--- src/rtl/am2940_sequencer_pkg.sv ---
// Shared definitions for the Am2940 sequencer: data width, opcodes, counter modes
// and the load-source select encodings for the shared data muxes.
package am2940_sequencer_pkg;

    localparam int unsigned DataLength = 8;

    typedef enum logic [2:0] {
        OpWrcr   = 3'd0,
        OpRdcr   = 3'd1,
        OpRdwc   = 3'd2,
        OpRdac   = 3'd3,
        OpReinit = 3'd4,
        OpLdaddr = 3'd5,
        OpLdwc   = 3'd6,
        OpEncnt  = 3'd7
    } op_e;

    typedef enum logic [1:0] {
        ModeWordDown = 2'd0,
        ModeWordUp   = 2'd1,
        ModeAddrCmp  = 2'd2,
        ModeFreeRun  = 2'd3
    } mode_e;

    // Mux2To1 select for the address counter load value.
    typedef enum logic {
        AcSelData = 1'b0,
        AcSelAr   = 1'b1
    } ac_sel_e;

    // Mux3To1 select for the word counter load value.
    typedef enum logic [1:0] {
        WcSelData = 2'd0,
        WcSelWr   = 2'd1,
        WcSelZero = 2'd2
    } wc_sel_e;

endpackage

--- src/rtl/am2940_counter.sv ---
// Loadable up/down counter with wrap-around; load has priority over counting.
module am2940_counter #(
    parameter int unsigned WIDTH = 8
) (
    input  logic             clk_i,
    input  logic             reset_ni,
    input  logic             load_i,
    input  logic [WIDTH-1:0] load_val_i,
    input  logic             cnt_en_i,
    input  logic             dir_up_i,
    output logic [WIDTH-1:0] q_o,
    output logic             tc_o
);

    logic [WIDTH-1:0] q_d, q_q;

    always_comb begin
        q_d = q_q;
        if (load_i) begin
            q_d = load_val_i;
        end else if (cnt_en_i) begin
            q_d = dir_up_i ? q_q + WIDTH'(1) : q_q - WIDTH'(1);
        end
    end

    always_ff @(posedge clk_i or negedge reset_ni) begin
        if (!reset_ni) begin
            q_q <= '0;
        end else begin
            q_q <= q_d;
        end
    end

    // Terminal value is the one that carries or borrows on the next step.
    assign tc_o = dir_up_i ? (&q_q) : ~(|q_q);
    assign q_o  = q_q;

endmodule

--- src/rtl/mux2to1.sv ---
// Generic two-input data multiplexer.
module mux2to1 #(
    parameter int unsigned WIDTH = 8
) (
    input  logic             sel_i,
    input  logic [WIDTH-1:0] a_i,
    input  logic [WIDTH-1:0] b_i,
    output logic [WIDTH-1:0] y_o
);

    assign y_o = sel_i ? b_i : a_i;

endmodule

--- src/rtl/mux3to1.sv ---
// Generic three-input data multiplexer; select 3 falls back to input c.
module mux3to1 #(
    parameter int unsigned WIDTH = 8
) (
    input  logic [1:0]       sel_i,
    input  logic [WIDTH-1:0] a_i,
    input  logic [WIDTH-1:0] b_i,
    input  logic [WIDTH-1:0] c_i,
    output logic [WIDTH-1:0] y_o
);

    always_comb begin
        y_o = c_i;
        case (sel_i)
            2'd0:    y_o = a_i;
            2'd1:    y_o = b_i;
            default: y_o = c_i;
        endcase
    end

endmodule

--- src/rtl/am2940_sequencer.sv ---
// Am2940 control block: decodes the instruction, owns CR/AR/WR and the address
// and word counters, and produces readback, carry and done outputs.
module am2940_sequencer
    import am2940_sequencer_pkg::*;
#(
    parameter int unsigned DATA_LENGTH = DataLength
) (
    input  logic                   clk_i,
    input  logic                   reset_ni,
    input  logic [2:0]             instr_i,
    input  logic [DATA_LENGTH-1:0] data_in_i,
    output logic [DATA_LENGTH-1:0] data_out_o,
    output logic                   data_oe_o,
    input  logic                   aci_ni,
    input  logic                   wci_ni,
    output logic [DATA_LENGTH-1:0] addr_out_o,
    output logic                   aco_no,
    output logic                   wco_no,
    output logic                   done_o
);

    op_e   op;
    mode_e mode;

    logic [2:0]             cr_d, cr_q;
    logic [DATA_LENGTH-1:0] ar_d, ar_q;
    logic [DATA_LENGTH-1:0] wr_d, wr_q;

    logic                   ac_load, wc_load;
    ac_sel_e                ac_sel;
    wc_sel_e                wc_sel;
    logic [DATA_LENGTH-1:0] ac_load_val, wc_load_val;
    logic [DATA_LENGTH-1:0] ac_q, wc_q;
    logic                   ac_tc, wc_tc;
    logic                   ac_cnt_en, wc_cnt_en;
    logic                   ac_up, wc_up;

    assign op   = op_e'(instr_i);
    assign mode = mode_e'(cr_q[1:0]);

    always_comb begin
        ac_load = 1'b0;
        ac_sel  = AcSelData;
        wc_load = 1'b0;
        wc_sel  = WcSelZero;
        unique case (op)
            // A new non-word-down mode restarts the word count from zero.
            OpWrcr: wc_load = (data_in_i[1:0] != ModeWordDown);
            OpReinit: begin
                ac_load = 1'b1;
                ac_sel  = AcSelAr;
                wc_load = 1'b1;
                wc_sel  = (mode == ModeWordDown) ? WcSelWr : WcSelZero;
            end
            OpLdaddr: begin
                ac_load = 1'b1;
                ac_sel  = AcSelData;
            end
            OpLdwc: begin
                wc_load = 1'b1;
                wc_sel  = (mode == ModeWordDown) ? WcSelData : WcSelZero;
            end
            default: ;
        endcase
    end

    always_comb begin
        cr_d = cr_q;
        ar_d = ar_q;
        wr_d = wr_q;
        if (op == OpWrcr)   cr_d = data_in_i[2:0];
        if (op == OpLdaddr) ar_d = data_in_i;
        if (op == OpLdwc)   wr_d = data_in_i;
    end

    always_ff @(posedge clk_i or negedge reset_ni) begin
        if (!reset_ni) begin
            cr_q <= '0;
            ar_q <= '0;
            wr_q <= '0;
        end else begin
            cr_q <= cr_d;
            ar_q <= ar_d;
            wr_q <= wr_d;
        end
    end

    mux2to1 #(
        .WIDTH (DATA_LENGTH)
    ) u_ac_mux (
        .sel_i (ac_sel == AcSelAr),
        .a_i   (data_in_i),
        .b_i   (ar_q),
        .y_o   (ac_load_val)
    );

    mux3to1 #(
        .WIDTH (DATA_LENGTH)
    ) u_wc_mux (
        .sel_i (wc_sel),
        .a_i   (data_in_i),
        .b_i   (wr_q),
        .c_i   ('0),
        .y_o   (wc_load_val)
    );

    assign ac_up     = ~cr_q[2];
    assign wc_up     = (mode != ModeWordDown);
    assign ac_cnt_en = (op == OpEncnt) && !aci_ni;
    assign wc_cnt_en = (op == OpEncnt) && !wci_ni && (mode != ModeAddrCmp);

    am2940_counter #(
        .WIDTH (DATA_LENGTH)
    ) u_ac (
        .clk_i      (clk_i),
        .reset_ni   (reset_ni),
        .load_i     (ac_load),
        .load_val_i (ac_load_val),
        .cnt_en_i   (ac_cnt_en),
        .dir_up_i   (ac_up),
        .q_o        (ac_q),
        .tc_o       (ac_tc)
    );

    am2940_counter #(
        .WIDTH (DATA_LENGTH)
    ) u_wc (
        .clk_i      (clk_i),
        .reset_ni   (reset_ni),
        .load_i     (wc_load),
        .load_val_i (wc_load_val),
        .cnt_en_i   (wc_cnt_en),
        .dir_up_i   (wc_up),
        .q_o        (wc_q),
        .tc_o       (wc_tc)
    );

    // Outputs are held at their reset values while reset is asserted, whatever instr is.
    always_comb begin
        data_oe_o  = 1'b0;
        data_out_o = '0;
        if (reset_ni) begin
            case (op)
                OpRdcr: begin
                    data_oe_o  = 1'b1;
                    data_out_o = {{(DATA_LENGTH-3){1'b1}}, cr_q};
                end
                OpRdwc: begin
                    data_oe_o  = 1'b1;
                    data_out_o = wc_q;
                end
                OpRdac: begin
                    data_oe_o  = 1'b1;
                    data_out_o = ac_q;
                end
                default: ;
            endcase
        end
    end

    always_comb begin
        done_o = 1'b0;
        unique case (mode)
            ModeWordDown: done_o = (wc_q == DATA_LENGTH'(1));
            ModeWordUp:   done_o = ((wc_q + DATA_LENGTH'(1)) == wr_q);
            ModeAddrCmp:  done_o = (ac_q == wr_q);
            ModeFreeRun:  done_o = 1'b0;
            default:      done_o = 1'b0;
        endcase
    end

    assign aco_no     = ~(reset_ni && ac_cnt_en && ac_tc);
    assign wco_no     = ~(reset_ni && wc_cnt_en && wc_tc);
    assign addr_out_o = ac_q;

endmodule

--- config.mk ---
export PLATFORM = sky130hd
export DESIGN_NAME = am2940_sequencer
export DESIGN_NICKNAME = d
export VERILOG_FILES = /design/src/rtl/am2940_sequencer_pkg.sv /design/src/rtl/am2940_counter.sv /design/src/rtl/mux2to1.sv /design/src/rtl/mux3to1.sv /design/src/rtl/am2940_sequencer.sv
export SDC_FILE = /design/constraint.sdc
export NUM_CORES = 1
export LEC_CHECK = 0
export CORE_AREA = 2 2 109 58
export CTS_CLUSTER_DIAMETER = 200
export DETAILED_ROUTE_END_ITERATION = 10
export DIE_AREA = 0 0 111 60
export PLACE_DENSITY = 0.72
export SLEW_MARGIN = 5
export SYNTH_ARGS = -nofsm -noshare
export SYNTH_HDL_FRONTEND = slang
export SYNTH_SLANG_ARGS = --single-unit
--- constraint.sdc ---
create_clock -name clk_i -period 3.5 [get_ports clk_i]
set_clock_uncertainty 0.05 [all_clocks]
set_input_delay 0.525 -clock clk_i [delete_from_list [all_inputs] [get_ports clk_i]]
set_output_delay 0.525 -clock clk_i [all_outputs]
set_load 0.02 [all_outputs]
* Word-level counts from Yosys, hierarchy flattened *
Cells that the tools add are included.
W data, S select, Z words.

word-level totals
  word-level logic and storage cells = 72
  bits in registers = 35
  output and inout bits = 20
  input port bits = 15

cells by class
  add/subtract/negate cells = 4
  reduce and logical (&&, ||, !) cells = 23
  eq/ne operators = 15
  bitwise operators = 4
  muxes and demuxes = 21

operator list
  operator               count
  $mux W8                8
  $pmux W8 S3            1
  $add A8 B1 Y8 const B  2
  $eq A8 B8 Y1           2
  $pmux W8 S2            1
  $reduce_and A8 Y1      2
  $reduce_or A8 Y1       2
  $sub A8 B1 Y8 const B  2
  $eq A3 B3 Y1 const B   4
  $eq A8 B1 Y1 const B   1
  $reduce_bool A2 Y1     4
  $logic_and A1 B1 Y1    7
  $eq A3 B2 Y1 const B   2
  $mux W1                6
  $eq A2 B1 Y1 const B   2
  $eq A2 B2 Y1 const B   2
  $logic_not A2 Y1       2
  $mux W2                2
  $not A1 Y1             4
  $pmux W1 S4            1
  $pmux W2 S2            1
  $reduce_or A2 Y1       2
  $eq A3 B1 Y1 const B   1
  $logic_not A3 Y1       1
  4 further kinds        5

* Depth between registers and ports, before layout *
  depth after elaboration = 6
  mapped depth = 9
  gate-level depth less buffers = 8

* Cells and area by module *
From an unflattened synthesis, not the netlist that was laid out.

unflattened totals
  cells, all modules = 383
  area, all modules = 3289.4 µm²

by module, submodules not included
  module                 cells each  times used  area an instance (µm²)  seq. area each (µm²)
  am2940_sequencer       178         1           1535.2                  475.5
  am2940_counter (u_ac)  85          1           733.2                   200.2
  am2940_counter (u_wc)  85          1           716.9                   200.2
  mux3to1                26          1           172.7                   0.0
  mux2to1                9           1           131.4                   0.0

* Worst setup path before layout *
OpenSTA, ideal clock, no wires.

  path type = register to output
  from = register cr_q[0]
  to = output port done_o
  required time = 2.925 ns
  path slack = 0.600 ns
  cell stages (with the launch flop) = 9
  arrival = 2.325 ns
  buffers on the path = 1
  path through = dfrtp_1 > inv_1 > ha_1 > buf_2 > mux2i_1 > xnor2_1 > nor4b_1 > nand3_1 > o41ai_1

on the way
  longest elaborated chain between the ends = 2
  elaborated cells between the ends (all ways) = 5
  those cells by class = 3 x eq/ne; 1 x mux; 1 x reduce/logical

RTL lines
  element                                     line                     RTL
  start, declared                             am2940_sequencer.sv:25   logic [2:0] cr_d, cr_q;
  start signal, assigned                      am2940_sequencer.sv:82   cr_q <= cr_d;
  $eq A2 B2 Y1, or another cell as far along  am2940_sequencer.sv:163  unique case (mode)
  $pmux W1 S4 (*)                             am2940_sequencer.sv:163
  end, declared                               am2940_sequencer.sv:19   output logic done_o

Mark *: on every way between the ends. The rest lies on a longest branch, timed or not.

* Worst setup path after layout *
  from = register cr_q[1]
  to = output port wco_no

on the way
  longest elaborated chain between the ends = 5
  elaborated cells between the ends (all ways) = 7
  those cells by class = 1 x eq/ne; 1 x mux; 1 x bitwise; 4 x reduce/logical

RTL lines
  element                  line                     RTL
  $ne A2 B2 Y1             am2940_sequencer.sv:110  assign wc_cnt_en = (op == OpEncnt) && !wci_ni && (mode != ModeAddrCmp);
  $logic_and A1 B1 Y1      am2940_sequencer.sv:110
  $logic_and A1 B1 Y1      am2940_sequencer.sv:173  assign wco_no = ~(reset_ni && wc_cnt_en && wc_tc);
  $logic_and A1 B1 Y1 (*)  am2940_sequencer.sv:173
  $not A1 Y1 (*)           am2940_sequencer.sv:173
  end, declared            am2940_sequencer.sv:18   output logic wco_no,

Marked as above.

==> results by group <==
Yosys
  • Netlist cell types: 53
  • Synth cell count leaders: nand2_1, dfrtp_1, nor2_1
  • Gate Count Post-Synth: about 340
  • Sequential area share after synthesis: 0.313
  • Number of enable flip-flop cells after synthesis: 0
  • Most frequent cell after synthesis: nand2_1
  • Warnings from Yosys: 0
  • Ys flop type: dfrtp_1
  • Synth Area per Inst: between 8 and 9 um2
  • Largest cells by area after synthesis: dfrtp_1, nand2_1, mux2_2, ha_1, o21ai_0
  • Async set-or-reset flop fraction in the synthesized netlist: 1.00
  • Syn Std Cell Area: roughly 2800 um2
  • Seq cells post-synth: 35
  • Syn nets: 366
  • Yosys top cell area share: 0.313
  • Synth area leader: dfrtp_1

STA
  • Setup tns final: 0 ns
  • Final setup vio count: 0
  • RSZ-0062 raised after global routing: false
  • Worst Tran Pin Value: 0.661 ns
  • Hold_ws: 0.274 ns
  • Pins Over Slew Limit: 0
  • Final WS setup: ~0.21 ns
  • Rel. slew slack: 0.557
  • Max Clock Freq: 0.304 GHz
  • Final Cycle Share: 0.939
  • Min cycle time layout: about 3.3 ns
  • Final Hold Vio Count: 0

GRT
  • Gr ovfl total: 0
  • Largest net degree at the start of global routing: 38
  • Gr usage total: 0.269
  • Vias in the first global route: between 2000 and 2500
  • First-pass GRT wire length: around 14 mm
  • Initial antenna violation count: 0

Clocking
  • CTS max path bufs: 2
  • CTS Root Cell: clkbuf_16
  • Cts bufs inserted: 5
  • Clock sinks: 35
  • CTS clock-pin slew for the worst setup and hold paths: approximately 0.05 ns
  • Postcts setup bufs: 0
  • CTS tree: done
  • Later-pin clock latency in the skew report: 0.29 ns
  • H-tree depth: 2

Setup path
  • Max Fanout on Critical Path: 5
  • Required time worst endpoint: between 2 and 3 ns
  • Critical R2R Launch: cr_q[2]$_DFFE_PN0N_
  • Crit Path Class: flip-flop to output port
  • Endpoint class of the critical path: output port
  • R2r worst-path depth: 7
  • FF-to-FF setup slack: 1.03 ns
  • Startpoint type of the worst setup path: flip-flop
  • Critical Path AT: between 2 and 3 ns
  • Reg-to-reg endpoint: u_ac.q_o[7]$_DFFE_PN0P_

Finish
  • Antenna Cells: 0
  • Layout fillers: 526
  • Post-route cell area: around 3400 um2
  • Multi-input logic area: 1780 um2
  • Layout cells sized above 1: 0.122
  • P&R area growth vs syn: 22.1%
  • Layout Utilization: 0.590
  • Nets@finish: about 410
  • FF+latch area: 876 um2

Floorplanning
  • Initial Util: 0.484
  • Core footprint: 5780 um2
  • Total die area: 6660 um2
  • Die X: between 100 and 150 um
  • Row cnt: 20
  • I/O pin total: 35
  • Die span in y: ~60 um

Detailed routing
  • Post-detailed-route count of antenna-violating nets: 0
  • Drt pass-1 iters: 5
  • Final wirelength: 8.52 mm
  • Via count: 2756
  • # DRC: 0
  • Routed len/inst: 18.8 um
  • Via-per-instance ratio: 6.07
  • Initial DRC Count: 241

Power and ir drop
  • Leakage: 0.00146 uW
  • PwrDens: around 580 nW/um2
  • Max VDD drop: 331 uV

Placement
  • Final RePlAce weighted congestion: 1.00
  • Post-detail-place hpwl: 6.43 mm
  • Port Buf Inserts: 34
  • DP Area: 3260 um2
  • Pre-CTS setup slack: 0.165 ns

Outcome
  • Status: completed

Job
  • Max Cap Violations: 0

Hold path
  • Hold Path Class: primary input to asynchronous set/reset pin
placed cells by master (no fill, tap or decap), types with 7 or more instances in the layout:
cell type / netlist / final
nand3_1: 9 / 9
mux2i_1: 13 / 13
buf_4: 0 / 16
clkdlybuf4s50_1: 0 / 32
inv_1: 15 / 15
o21ai_0: 27 / 27
xnor2_1: 11 / 11
dfrtp_1: 35 / 35
ha_1: 12 / 12
nand2_1: 51 / 51
nor2_1: 28 / 28
a21oi_1: 18 / 18
nor3_1: 7 / 7
mux2_2: 14 / 14
layout make-up:
| type | count | area share |
|---|---|---|
| clock buffers | 6 | 0.0407 |
| clock inverters | 1 | 0.00147 |
| inverters | 16 | 0.0176 |
| multi-input cells | 269 | 0.522 |
| flip-flops and latches | 35 | 0.257 |
| well taps | 77 | 0.0282 |
| repair buffers | 50 | 0.133 |
layer usage:
layer / global-route usage / part of all wire / vias to the layer above
li1: - / - / 1295
met1: 0.428 / 0.51 / 1320
met2: 0.357 / 0.38 / 134
met3: 0.0690 / 0.10 / 7
met4: 0.0518 / 0.0061 / 0
met5: 0 / 0 / -
sequential cells by signal (all words and copies together), names as in the netlist:
name and count:
cr_q 3, wr_q 8, u_ac.q_o 8, ar_q 8, u_wc.q_o 8
report_power, final:
part           internal (uW)  total (uW)  switching (uW)
logic                    413         903             490
registers                492         629             137
clock network            278         457             179
kinds of logic (layout without fill, tap and decap cells):
group | Yosys count | after routing | synth area share
xor gates and xnor gates | 15 | 15 | 0.0470
DFF | 35 | 35 | 0.313
buffers and inverters | 34 | 73 | 0.0510
AOI/OAI and AO/OA | 91 | 91 | 0.214
and+or+nand+nor | 123 | 123 | 0.210
adders and majority gates | 13 | 13 | 0.0609
muxes | 27 | 27 | 0.103
metrics by stage:
| stage | std cells | total power [uW] |
|---|---|---|
| final | 454 | 1990 |
| after global routing | 454 | 2120 |
| after CTS | 454 | 1980 |
| after detailed placement | 447 | 1520 |
| after floorplan | 338 | 1220 |
| after global placement | 447 | 1500 |
worst max path at each step:
stage | from | end | slack [ns] | cells past startpoint
floorplan | cr_q[0]$_DFFE_PN0N_ | done_o | 0.60 | 8
finish | cr_q[1]$_DFFE_PN0N_ | wco_no | 0.21 | 8
global route | cr_q[0]$_DFFE_PN0N_ | done_o | 0.12 | 8
CTS | cr_q[1]$_DFFE_PN0N_ | wco_no | 0.24 | 8
global placement | cr_q[0]$_DFFE_PN0N_ | done_o | 0.26 | 8
detailed placement | cr_q[0]$_DFFE_PN0N_ | done_o | 0.17 | 8
worst max-delay path: stages (launching register included):
cell and delay, ns:
dfrtp_1 0.38, inv_1 0.10, ha_1 0.32, or4b_1 0.54
nor4_1 0.28, nand2_1 0.09, nand2_1 0.07, nand3_1 0.07
clkdlybuf4s50_1 0.57
timing repair:
| item | 4_1_cts | 5_1_grt |
|---|---|---|
| resized for setup | 2 | 0 |
| endpoints found under the hold margin | 0 | 0 |
| hold buffers | 0 | 0 |
| setup endpoints to repair | 1 | 0 |
Power figures use the tool's default switching activity.
